<file path="config.mk">
export PLATFORM = sky130hd
export DESIGN_NAME = kf_sco_unit_flat
export DESIGN_NICKNAME = d
export VERILOG_FILES = /design/src/rtl/kf_sco_unit_if.sv /design/src/rtl/kf_sco_unit.sv /design/src/flat_wrapper.sv
export SDC_FILE = /design/constraint.sdc
export NUM_CORES = 1
export LEC_CHECK = 0
export CAP_MARGIN = 20
export CORE_MARGIN = 2
export CORE_UTILIZATION = 30
export DETAILED_ROUTE_END_ITERATION = 12
export MAX_ROUTING_LAYER = met4
export SETUP_SLACK_MARGIN = 0.05
export SLEW_MARGIN = 20
export SYNTH_ARGS = -nofsm -noshare
export SYNTH_HDL_FRONTEND = slang
export SYNTH_SLANG_ARGS = --single-unit
export TNS_END_PERCENT = 30
</file>
<file path="constraint.sdc">
create_clock -name clk -period 7.4 [get_ports clk]
set_clock_uncertainty 0.2 [all_clocks]
set_input_delay 2.22 -clock clk [delete_from_list [all_inputs] [get_ports clk]]
set_output_delay 2.22 -clock clk [all_outputs]
set_load 0.1 [all_outputs]
</file>
<file path="src/rtl/kf_sco_unit_if.sv">
// Output word stream of the KF state/covariance output stage.
interface kf_sco_unit_if #(
  parameter int DATA_W = 64
);
  logic              m_valid;
  logic              m_ready;
  logic [DATA_W-1:0] m_data;
  logic              m_kind;
  logic              m_last;

  modport master (
    output m_valid, m_data, m_kind, m_last,
    input  m_ready
  );

  modport slave (
    input  m_valid, m_data, m_kind, m_last,
    output m_ready
  );
endinterface

</file>
<file path="src/rtl/kf_sco_unit.sv">
// KF SCO stage: streams X, then upper-triangular P, then pulses completion.
module kf_sco_unit #(
  parameter  int DATA_W  = 64,
  parameter  int N_STATE = 12,
  localparam int XAW     = $clog2(N_STATE),
  localparam int PAW     = $clog2(N_STATE*N_STATE)
) (
  input  logic              clk,
  input  logic              rst,
  input  logic              en_sco,
  input  logic [15:0]       max_iter,
  output logic [XAW-1:0]    x_raddr,
  input  logic [DATA_W-1:0] x_rdata,
  output logic [PAW-1:0]    p_raddr,
  input  logic [DATA_W-1:0] p_rdata,
  kf_sco_unit_if.master     m,
  output logic              SCO_Valid,
  output logic              End_valid,
  output logic [15:0]       iter_cnt,
  output logic              busy
);

  localparam int TOTAL = N_STATE + N_STATE*(N_STATE+1)/2;
  localparam int WCW   = $clog2(TOTAL+1);

  typedef enum logic [1:0] {
    IDLE, STREAM, DONE, WAIT_DROP
  } state_t;

  state_t state_q, state_d;

  logic [WCW-1:0]    widx_q;
  logic [XAW-1:0]    row_q, col_q;
  logic [XAW-1:0]    x_raddr_q;
  logic [PAW-1:0]    p_raddr_q;
  logic              pend_q, pend_kind_q, pend_last_q;
  logic [1:0]        cnt_q, cnt_nxt;
  logic [DATA_W+1:0] e0_q, e1_q, in_w;
  logic [15:0]       iter_q;
  logic              pop, issue, is_x, end_hit;

  assign m.m_valid = cnt_q != 2'd0;
  assign m.m_data  = e0_q[DATA_W-1:0];
  assign m.m_kind  = e0_q[DATA_W];
  assign m.m_last  = m.m_valid & e0_q[DATA_W+1];

  assign pop     = m.m_valid & m.m_ready;
  assign cnt_nxt = cnt_q + {1'b0, pend_q} - {1'b0, pop};
  // A read is issued only if its word is sure to fit in the skid buffer.
  assign issue   = (state_q == STREAM) && (widx_q != WCW'(TOTAL))
                   && (cnt_nxt < 2'd2);
  assign is_x    = widx_q < WCW'(N_STATE);
  assign in_w    = {pend_last_q, pend_kind_q,
                    pend_kind_q ? p_rdata : x_rdata};
  assign end_hit = (max_iter != 16'd0) && (iter_q + 16'd1 == max_iter);

  assign x_raddr  = x_raddr_q;
  assign p_raddr  = p_raddr_q;
  assign iter_cnt = iter_q;
  assign busy     = state_q != IDLE;

  always_comb begin
    state_d   = state_q;
    SCO_Valid = 1'b0;
    End_valid = 1'b0;
    unique case (state_q)
      IDLE:      if (en_sco) state_d = STREAM;
      STREAM:    if (pop && m.m_last) state_d = DONE;
      DONE: begin
        state_d   = WAIT_DROP;
        End_valid = end_hit;
        SCO_Valid = !end_hit;
      end
      WAIT_DROP: if (!en_sco) state_d = IDLE;
      default:   state_d = IDLE;
    endcase
  end

  always_ff @(posedge clk or posedge rst) begin
    if (rst) begin
      state_q <= IDLE;
      iter_q  <= '0;
    end else begin
      state_q <= state_d;
      if (state_q == DONE) iter_q <= end_hit ? 16'd0 : iter_q + 16'd1;
    end
  end

  always_ff @(posedge clk or posedge rst) begin
    if (rst) begin
      widx_q      <= '0;
      row_q       <= '0;
      col_q       <= '0;
      x_raddr_q   <= '0;
      p_raddr_q   <= '0;
      pend_q      <= 1'b0;
      pend_kind_q <= 1'b0;
      pend_last_q <= 1'b0;
    end else begin
      pend_q <= issue;
      if (state_q == IDLE) begin
        widx_q <= '0;
        row_q  <= '0;
        col_q  <= '0;
      end else if (issue) begin
        widx_q      <= widx_q + WCW'(1);
        pend_kind_q <= !is_x;
        pend_last_q <= widx_q == WCW'(TOTAL-1);
        if (is_x) begin
          x_raddr_q <= XAW'(widx_q);
        end else begin
          p_raddr_q <= PAW'(int'(row_q)*N_STATE + int'(col_q));
          // End of a row: next row starts on its diagonal.
          if (col_q == XAW'(N_STATE-1)) begin
            row_q <= row_q + XAW'(1);
            col_q <= row_q + XAW'(1);
          end else begin
            col_q <= col_q + XAW'(1);
          end
        end
      end
    end
  end

  always_ff @(posedge clk or posedge rst) begin
    if (rst) begin
      cnt_q <= '0;
      e0_q  <= '0;
      e1_q  <= '0;
    end else begin
      cnt_q <= cnt_nxt;
      case ({pend_q, pop})
        2'b10: begin
          if (cnt_q == 2'd0) e0_q <= in_w;
          else               e1_q <= in_w;
        end
        2'b01: e0_q <= e1_q;
        2'b11: begin
          if (cnt_q == 2'd1) begin
            e0_q <= in_w;
          end else begin
            e0_q <= e1_q;
            e1_q <= in_w;
          end
        end
        default: ;
      endcase
    end
  end

endmodule

</file>
<file path="src/flat_wrapper.sv">
// flat-port wrapper written by rule: the top's interface ports become plain ports
module kf_sco_unit_flat 
#(
  parameter  int DATA_W  = 64,
  parameter  int N_STATE = 12,
  localparam int XAW     = $clog2(N_STATE),
  localparam int PAW     = $clog2(N_STATE*N_STATE)
)
  (clk, rst, en_sco, max_iter, x_raddr, x_rdata, p_raddr, p_rdata, SCO_Valid, End_valid, iter_cnt, busy, m_m_valid, m_m_data, m_m_kind, m_m_last, m_m_ready);
  kf_sco_unit_if #(.DATA_W(DATA_W)) m_i ();
  input  logic clk;
  input  logic rst;
  input  logic en_sco;
  input  logic [15:0] max_iter;
  output logic [XAW-1:0] x_raddr;
  input  logic [DATA_W-1:0] x_rdata;
  output logic [PAW-1:0] p_raddr;
  input  logic [DATA_W-1:0] p_rdata;
  output logic SCO_Valid;
  output logic End_valid;
  output logic [15:0] iter_cnt;
  output logic busy;
  output wire logic [$bits(m_i.m_valid)-1:0] m_m_valid;
  output wire logic [$bits(m_i.m_data)-1:0] m_m_data;
  output wire logic [$bits(m_i.m_kind)-1:0] m_m_kind;
  output wire logic [$bits(m_i.m_last)-1:0] m_m_last;
  input wire logic [$bits(m_i.m_ready)-1:0] m_m_ready;
  assign m_m_valid = m_i.m_valid;
  assign m_m_data = m_i.m_data;
  assign m_m_kind = m_i.m_kind;
  assign m_m_last = m_i.m_last;
  assign m_i.m_ready = m_m_ready;
  kf_sco_unit #(.DATA_W(DATA_W), .N_STATE(N_STATE)) u_core (.clk(clk), .rst(rst), .en_sco(en_sco), .max_iter(max_iter), .x_raddr(x_raddr), .x_rdata(x_rdata), .p_raddr(p_raddr), .p_rdata(p_rdata), .m(m_i), .SCO_Valid(SCO_Valid), .End_valid(End_valid), .iter_cnt(iter_cnt), .busy(busy));
endmodule
</file>
After elaboration in Yosys (flattened, before gate mapping)
Cells that the tools add are included.

Memories: 0. Memory bits (read-only): 0. Bits in registers: 182. RAM bits: 0. Bits in latches: 0. Output and inout port bits: 98. Input bits: 148.

Order comparisons: 2. Mux-type cells: 24. Div/mod/pow operators: 0. Reductions and logical operators: 23. Equal/unequal tests: 18. Multiply operators: 1. Bitwise gates (word level): 4. Shift operators: 0. Add/subtract/negate cells: 7.

Operator list (number): two-way mux 66 bit (4); case mux 66 bit (3 select lines) (1); case mux 66 bit (2 select lines) (1); two-way mux 64 bit (1); two-way mux 4 bit (8); adder 16 x 1 -> 16 bit (second input constant) (1); equality test 16 bit (1); two-way mux 16 bit (1); nonzero test 16 bit (1); AND reduction 3 bit (5); two-way mux 7 bit (2); inequality test 2 bit (second input constant) (6); nonzero test 2 bit (5); adder 4 x 1 -> 4 bit (second input constant) (2); adder 8 x 5 -> 8 bit (1); equality test 2 bit (second input constant) (4); case mux 2 bit (4 select lines) (1); adder 7 x 1 -> 7 bit (second input constant) (1); equality test 7 bit (second input constant) (1); less-than comparator 7 x 4 -> 1 bit (second input constant) (1); inequality test 7 bit (second input constant) (1); equality test 2 x 1 -> 1 bit (second input constant) (3); multiplier 4 x 2 -> 6 bit (second input constant) (1); two-way mux 2 bit (3); 13 further kinds (23).

Depth between registers and ports, before layout
Depth after elaboration: 7. Mapped depth: 13. Gate-level depth less buffers: 11.

Worst setup path after synthesis
Ideal clock, no wire load.

Kind: input port to output port. Start point: in max_iter[12]. End point: out SCO_Valid. Arrival time: 4.631 ns. Data required time: 4.980 ns. Setup slack: 0.349 ns. Stages on the path: 6. Path buffers: 0. Cell sequence: xnor2_1 xnor2_1 o32ai_1 o22ai_1 nor4_4 a21oi_1.

Longest elaborated chain between the ends: 4. Elaborated cells on any way between the ends: 5.

RTL lines: from (decl) (RTL line flat_wrapper.sv:14) `input logic [15:0] max_iter;`; equality test 16 bit or nonzero test 16 bit (tied branches) (RTL line kf_sco_unit.sv:55) `assign end_hit = (max_iter != 16'd0) && (iter_q + 16'd1 == max_iter);`; logical AND 1 bit * (RTL line kf_sco_unit.sv:55); logical NOT 1 bit * (RTL line kf_sco_unit.sv:72) `SCO_Valid = !end_hit;`; two-way mux 1 bit * (RTL line kf_sco_unit.sv:66) `unique case (state_q)`; to (decl) (RTL line flat_wrapper.sv:19) `output logic SCO_Valid;`.

Mark *: on every way between the ends. The rest lies on a longest branch, timed or not.

Worst setup path in the final report
Start point: in max_iter[4]. End point: out SCO_Valid.

Same word-level chain as after synthesis.

==> qor.yml <==
grt:
  grt_overflow: 0
  antenna_found_initial: 0
  grt_max_degree: 183
  grt_usage_pct: 15.2
  grt_pass1_wl_microns: 42000
  grt_pass1_vias: 7773
synth:
  synth_xor_area_share_pct: 3.90
  synthCells: 943
  synthAdderAreaFrac_pct: 2.89
  synth_nets: 1113
  synth_compound_area_share_pct: 11.7
  synth_edf_count: 0
  synth_top_family_by_area: "multiplexers"
  async_flop_share_pct: 100
  synth_area_sq_um: 10000
  synth-simple-area-share_pct: 11.9
  yosysSeqAreaShare_pct: 45.3
  synthMuxAreaShare_pct: 16.0
  synth_flop_cell: "dfrtp_1"
  synth_cell_types: 64
  yosysWarnings: 0
  syn_avg_cell_area_sq_um: 10.7
  ys_ff_latch: 182
setup_path:
  reg2reg_setup_slack_ps: 3530
  criticalPathCategory: "in -> out"
  rr_worst_depth: 10
  critical_path_peak_fanout: 4
  cp-end-kind: "primary output"
  crit_buf_inv: 2
  cp.arrival_ps: 4330
  crit_path_start_kind: "input port"
  worstPathCellList: "clkdlybuf4s50_1 -> nand4b_1 -> a31o_2 -> a31oi_1 -> o2111ai_2 -> nor4_4 -> a21oi_1 -> buf_12"
  r2r-end: "u_core.p_raddr[3]$_DFFE_PP0P_"
  rr_startpoint: "u_core.cnt_q[1]$_DFF_PP0_"
  path_delay_family: "compound AO/OA/AOI/OAI gates"
  startpoint: "max_iter[4]"
  cpPeakStageDelay_ps: 490
  cp_num_cells: 8
  required_ps: 4980
  cp_slowest_cell: "clkdlybuf4s50_1"
die:
  ios: 246
  die_h_microns: 187
  fp.coreArea_sq_um: 33300
  start_util_pct: 30.2
  die_area_sq_um: 35000
  rows: 67
  die_x_microns: 187
clock_network:
  cts_setup_buffers: 0
  clockRootBuffer: "clkbuf_16"
  clk_pin_slew_worst_paths_ps: 70
  htree_levels: 4
  ctsHoldBuffers: 0
  cts_sinks: 182
  cts_tree: "yes"
  clock_path_buffers: 2
  insertion_delay_ps: 430
  cts_made_buffers: 17
  ctsResizeCount: 0
place:
  portBuffers: 245
  place_congestion: 0.811
  post-dp-hpwl_microns: 17200
hold_path:
  hold_path_class: "reg -> reg"
  hold_path_depth: 2
  holdPathEnd: "u_core.e1_q[65]$_DFFE_PP0P_"
  min_from: "u_core.e1_q[65]$_DFFE_PP0P_"
routing:
  routedWlPerCell_microns: 16.4
  vias_per_cell: 4.89
  drc: 0
  postRouteAntennaNets: 0
  vias: 7589
  drt_wl_total_microns: 25500
  drt_iter0_drc: 370
  dr.pass1.iters: 4
sta:
  setup_viol: 0
  rsz0062_at_grt: "no"
  timing.setup.tns_ps: 0
  max_freq_ghz: 0.148
  final_max_slew_viol_count: 0
  worstMarginPinSlew_ps: 1020
  period_needed_ps: 6750
  post-route-period-util_pct: 91.2
  relSlewSlack_pct: 30.4
  hold_viol: 0
run:
  max_cap_viol_count: 0
final_layout:
  n_fill_cell: 3292
  syn2layout_area_growth_pct: 30.2
  num-nets-final: 1260
  n_antenna_cell: 0
  layout-drive-gt1-share_pct: 18.3
run_status:
  outcome: "completed"
## worst register-to-register path: stages (launching register included)
cell and delay (ps):
dfrtp_1 430, nor2_1 130, nor2b_1 430, ha_1 330, inv_1 60, ha_1 140, xor3_1 250, a311oi_2 690
and2_1 290, and2b_1 410, mux2_2 380
## final cells by class
type	instances	area [sq um]	share of cell area, %
multi-input cells	618	4720	36.1
repair buffers	254	2600	19.9
flip-flops and latches	182	4560	34.8
clock inverters	9	93.8	0.717
inverters	17	67.6	0.517
well taps	448	561	4.29
clock buffers	23	488	3.73
## flip-flops by register name, summed over array words and instances, names as in the netlist, 2 cells and up
signal           count
u_core.e1_q         66
u_core.p_raddr       8
u_core.widx_q        7
u_core.iter_cnt     16
u_core.e0_q         66
u_core.x_raddr       4
u_core.col_q         4
u_core.cnt_q         2
u_core.state_q       2
u_core.row_q         4
## kinds of logic (layout without fill, tap and decap cells)
logic type / after synthesis / count (layout)
simple gates: 262 / 262
flops: 182 / 182
compound gates: 147 / 147
mux: 144 / 144
buf+inv: 143 / 303
xor+xnor: 43 / 43
fa+ha+maj: 22 / 22
## stage by stage
step	hold WS (ps)	cells	worst slack, ps	area [sq um]	util [%]
after floorplan	251	943	349	10000	-
after global placement	264	1518	705	12500	37.5
after detailed placement	272	1518	663	12500	37.5
after CTS	289	1550	661	13100	39.2
after global routing	310	1551	572	13100	39.3
final	283	1551	653	13100	39.3
## how the worst max path moves through the flow
| stage | to | slack (ps) |
|---|---|---|
| after floorplan | SCO_Valid | 350 |
| after global placement | SCO_Valid | 700 |
| after detailed placement | SCO_Valid | 660 |
| after CTS | SCO_Valid | 660 |
| after global routing | SCO_Valid | 570 |
| final | SCO_Valid | 650 |
## layer usage
| layer | GRT usage (%) | part of all wire [%] | vias to the layer above | wire length, microns |
|---|---|---|---|---|
| met4 | 3.85 | 1.0 | 0 | 261 |
| met3 | 3.23 | 4.8 | 18 | 1220 |
| met1 | 18.8 | 44 | 3794 | 11300 |
| met5 | - | 0 | - | 0 |
| met2 | 25.3 | 50 | 182 | 12700 |
| li1 | - | - | 3595 | - |
## synth_stat cells (all sizes together), types with 3 or more instances
cell / number / share of area [%]
clkbuf: 41 / 1.5
dfrtp: 182 / 45
inv: 17 / 0.64
nor4: 6 / 0.52
o21ai: 15 / 0.75
nand2: 32 / 1.2
nor2b: 5 / 0.31
nand4: 11 / 0.69
mux2i: 8 / 0.80
nand2b: 8 / 0.50
nor2: 155 / 5.8
a21oi: 29 / 1.9
xnor2: 22 / 1.9
a211oi: 5 / 0.42
a311oi: 4 / 0.41
a221oi: 64 / 5.6
ha: 20 / 2.5
and3: 6 / 0.37
and4: 4 / 0.37
a31oi: 4 / 0.25
buf: 85 / 6.0
o31ai: 3 / 0.36
xor2: 20 / 1.7
o22ai: 3 / 0.19
nor3: 4 / 0.20
mux2: 136 / 15
nand3: 20 / 1.0
## layout by cell type, fill, tap and decap left out, types with 3 or more instances in the layout
cell type,synthesis,layout
buf_12,0,5
clkinvlp_4,0,8
a311oi_1,3,3
nor4_1,5,5
inv_1,17,16
nor2_1,155,155
mux2i_1,8,7
nand3_1,20,20
xor2_1,20,20
nand2_1,32,32
dfrtp_1,182,181
a221oi_1,64,64
and4_1,3,3
a21oi_1,18,17
and3_1,6,6
nand2b_1,8,8
clkdlybuf4s50_1,0,243
a21oi_2,11,11
o21ai_0,14,14
buf_4,70,5
a31oi_1,4,4
mux2_2,134,134
xnor2_1,22,22
clkbuf_16,0,17
nand4_1,11,11
clkbuf_8,0,4
nor2b_1,5,5
nor3_1,4,4
ha_1,20,20
a211oi_1,4,4
Power is left out: the tool's default activity adds up to more than one toggle a clock period on the data nets, which glitch-free logic cannot reach.
==> edit, RTL diff (same settings) <==
Put one more register stage on the output `iter_cnt`, with the module's reset. The value now appears one clock later. The other outputs are not delayed to match.
--- a/src/rtl/kf_sco_unit.sv
+++ b/src/rtl/kf_sco_unit.sv
@@ -56,7 +56,13 @@
 
   assign x_raddr  = x_raddr_q;
   assign p_raddr  = p_raddr_q;
-  assign iter_cnt = iter_q;
+  always_ff @(posedge clk or posedge rst) begin
+    if (rst) begin
+      iter_cnt <= '0;
+    end else begin
+      iter_cnt <= iter_q;
+    end
+  end
   assign busy     = state_q != IDLE;
 
   always_comb begin
Function: same outputs for any inputs over 4 cycles, from zero or initial values and one cycle with rst high; that may be too few to reach the edited logic, so the function may still have changed.
==> edit against the unedited design <==
- worst setup slack got worse by 0.13 ns
- utilization increased by 0.14 points
- design area increased by 4.4%
- die area increased by 5.0%
- via count increased by 2.4%
- sequential cell count increased by 16
- synthesized area increased by 5.1%
- routed wire length increased by 4.4%
- critical path type unchanged
- largest cell class is now sequential cells
==> edit: results <==
metrics = {
    "placement": {
        "pre_cts_ws_ns": 0.5114,
        "postPlaceCellArea_mm2": 0.01300,
        "placed_cells_incl_taps": 1570,
        "dpl.hpwl_um": 18090,
        "placement.io_buffers": 245,
        "globalplace.congestion": 0.8278,
    },
    "grt": {
        "gr-usage-met1_pct": 18.65,
        "antenna_found_initial": 0,
        "global_route.usage.total_pct": 15.04,
        "met2_capacity_usage_during_global_routing_pct": 24.41,
        "grt_start_max_net_pins": 100,
        "global_route_wire_length_before_repair_um": 41990,
        "grt_pass1_vias": 7746,
        "groute.layer.met3.usage_pct": 3.305,
    },
    "setup_path": {
        "worst-endpoint-arrival_ns": 4.46,
        "worst_r2r_path_depth": 11,
        "largest_fanout_on_the_critical_path": 2,
        "register_to_register_setup_slack_ns": 3.72,
        "reg2reg_to": "u_core.p_raddr[7]$_DFFE_PP0P_",
        "worst_path_dominant_cell_family": "simple AND/OR/NAND/NOR gates",
        "timing.critical_path.from": "max_iter[3]",
        "cpPeakStageDelay_ns": 0.44,
    },
    "synth": {
        "yosys-top-cells-area": "dfrtp_1 (47%), mux2_2 (15%), nor2_1 (6.0%)",
        "synth_warnings": 0,
        "async_reset_ff_share_pct": 100.0,
        "ys_seq_area_share_pct": 46.95,
        "syn-mean-instance-area_um2": 10.71,
        "synth_nets": 1155,
        "ys_types": 70,
        "netlist_top_cells_count": "dfrtp_1 (198), nor2_1 (168), mux2_2 (137), buf_4 (69), a221oi_1 (65)",
    },
    "cells_and_area": {
        "reg.largest.list": "u_core.e0_q (66), u_core.e1_q (66)",
        "post_route_cells_drive_above_1_share_pct": 18.57,
        "layout.filler_cells": 3398,
        "insertedDiodeCount": 0,
        "num-nets-final": 1304,
    },
    "cts": {
        "cts_buffer_depth": 2,
        "cts.clk_slew.worst_paths_ns": 0.08,
        "cts_repair_resize_count": 0,
        "source_to_sink_clock_delay_at_the_later_pin_of_the_worst_skew_pair_ns": 0.44,
        "post_cts.repair.setup_buffers": 0,
        "cts-hold-fix-buffers": 0,
        "cts_buffers": 17,
        "h-tree-depth": 4,
        "cts-root-buf": "clkbuf_16",
    },
    "routing": {
        "average_wire_length_per_cell_after_detail_routing_um": 16.60,
        "dr.pass1.iters": 6,
        "drt-vias-per-instance": 4.851,
        "routed-via-count": 7772,
        "drtIter0Drc": 237,
    },
    "timing": {
        "worst_hold_slack_ns": 0.2841,
        "timing_worst_slew_pin_value_ns": 1.101,
        "report.final.slew_viol_count": 0,
        "fmax_mhz": 145.4,
    },
    "worst_hold_path": {
        "holdPathStages": 2,
        "hold_path_startpoint": "u_core.e1_q[65]$_DFFE_PP0P_",
        "min_delay_worst_endpoint": "u_core.e1_q[65]$_DFFE_PP0P_",
    },
    "pwr": {
        "p_int_mw": 3.385,
        "lkg_pwr_nw": 5.558,
    },
    "run_status": {
        "outcome": "complete, no violations",
    },
}
-- edit: tightest hold or removal path, cell delays in order (launching register included) --
cell and delay [ns]:
dfrtp_1 0.35, nand2_1 0.05, o21ai_0 0.06
-- edit: how the worst max path moves through the flow --
stage	to	cells after the start
floorplan	End_valid	7
global placement	End_valid	9
detailed placement	End_valid	9
CTS	End_valid	9
global route	End_valid	9
finish	End_valid	9
-- edit: kinds of logic (layout without fill, tap and decap cells) --
group | count (synthesis) | in the layout | share of synthesized area [%]
simple gates | 296 | 296 | 13.69
flops | 198 | 198 | 46.95
buf+inv | 152 | 314 | 8.204
compound gates | 141 | 141 | 10.36
mux | 141 | 141 | 15.00
xor+xnor | 35 | 35 | 3.047
fa+ha+maj | 22 | 22 | 2.750
-- edit: area by class of cell --
type | count | area (um^2) | area share (%)
tap | 455 | 569.3 | 4.169
sequential | 198 | 4959 | 36.31
clock inverter | 13 | 219.0 | 1.603
clock buffer | 19 | 442.9 | 3.243
inverter | 27 | 105.1 | 0.7696
multi-input combinational | 635 | 4790 | 35.07
timing repair buffer | 255 | 2572 | 18.84
-- edit: power groups by stage --
| stage | sequential, mW | combinational, mW | clock, mW |
|---|---|---|---|
| after floorplan | 2.01 | 3.16 | 0 |
| final | 1.91 | 3.95 | 1.05 |
| after global placement | 1.91 | 3.96 | 0 |
| after CTS | 1.92 | 3.99 | 1.09 |
| after detailed placement | 1.94 | 3.99 | 0 |
| after global routing | 1.98 | 4.19 | 1.14 |
-- edit: routing by layer --
metal | share of wire [%] | routed length, um | vias up
met5 | 0 | 0 | -
met4 | 1.6 | 430 | 0
met3 | 6.3 | 1682 | 25
met2 | 47 | 12610 | 225
met1 | 45 | 11860 | 3795
li1 | - | - | 3727
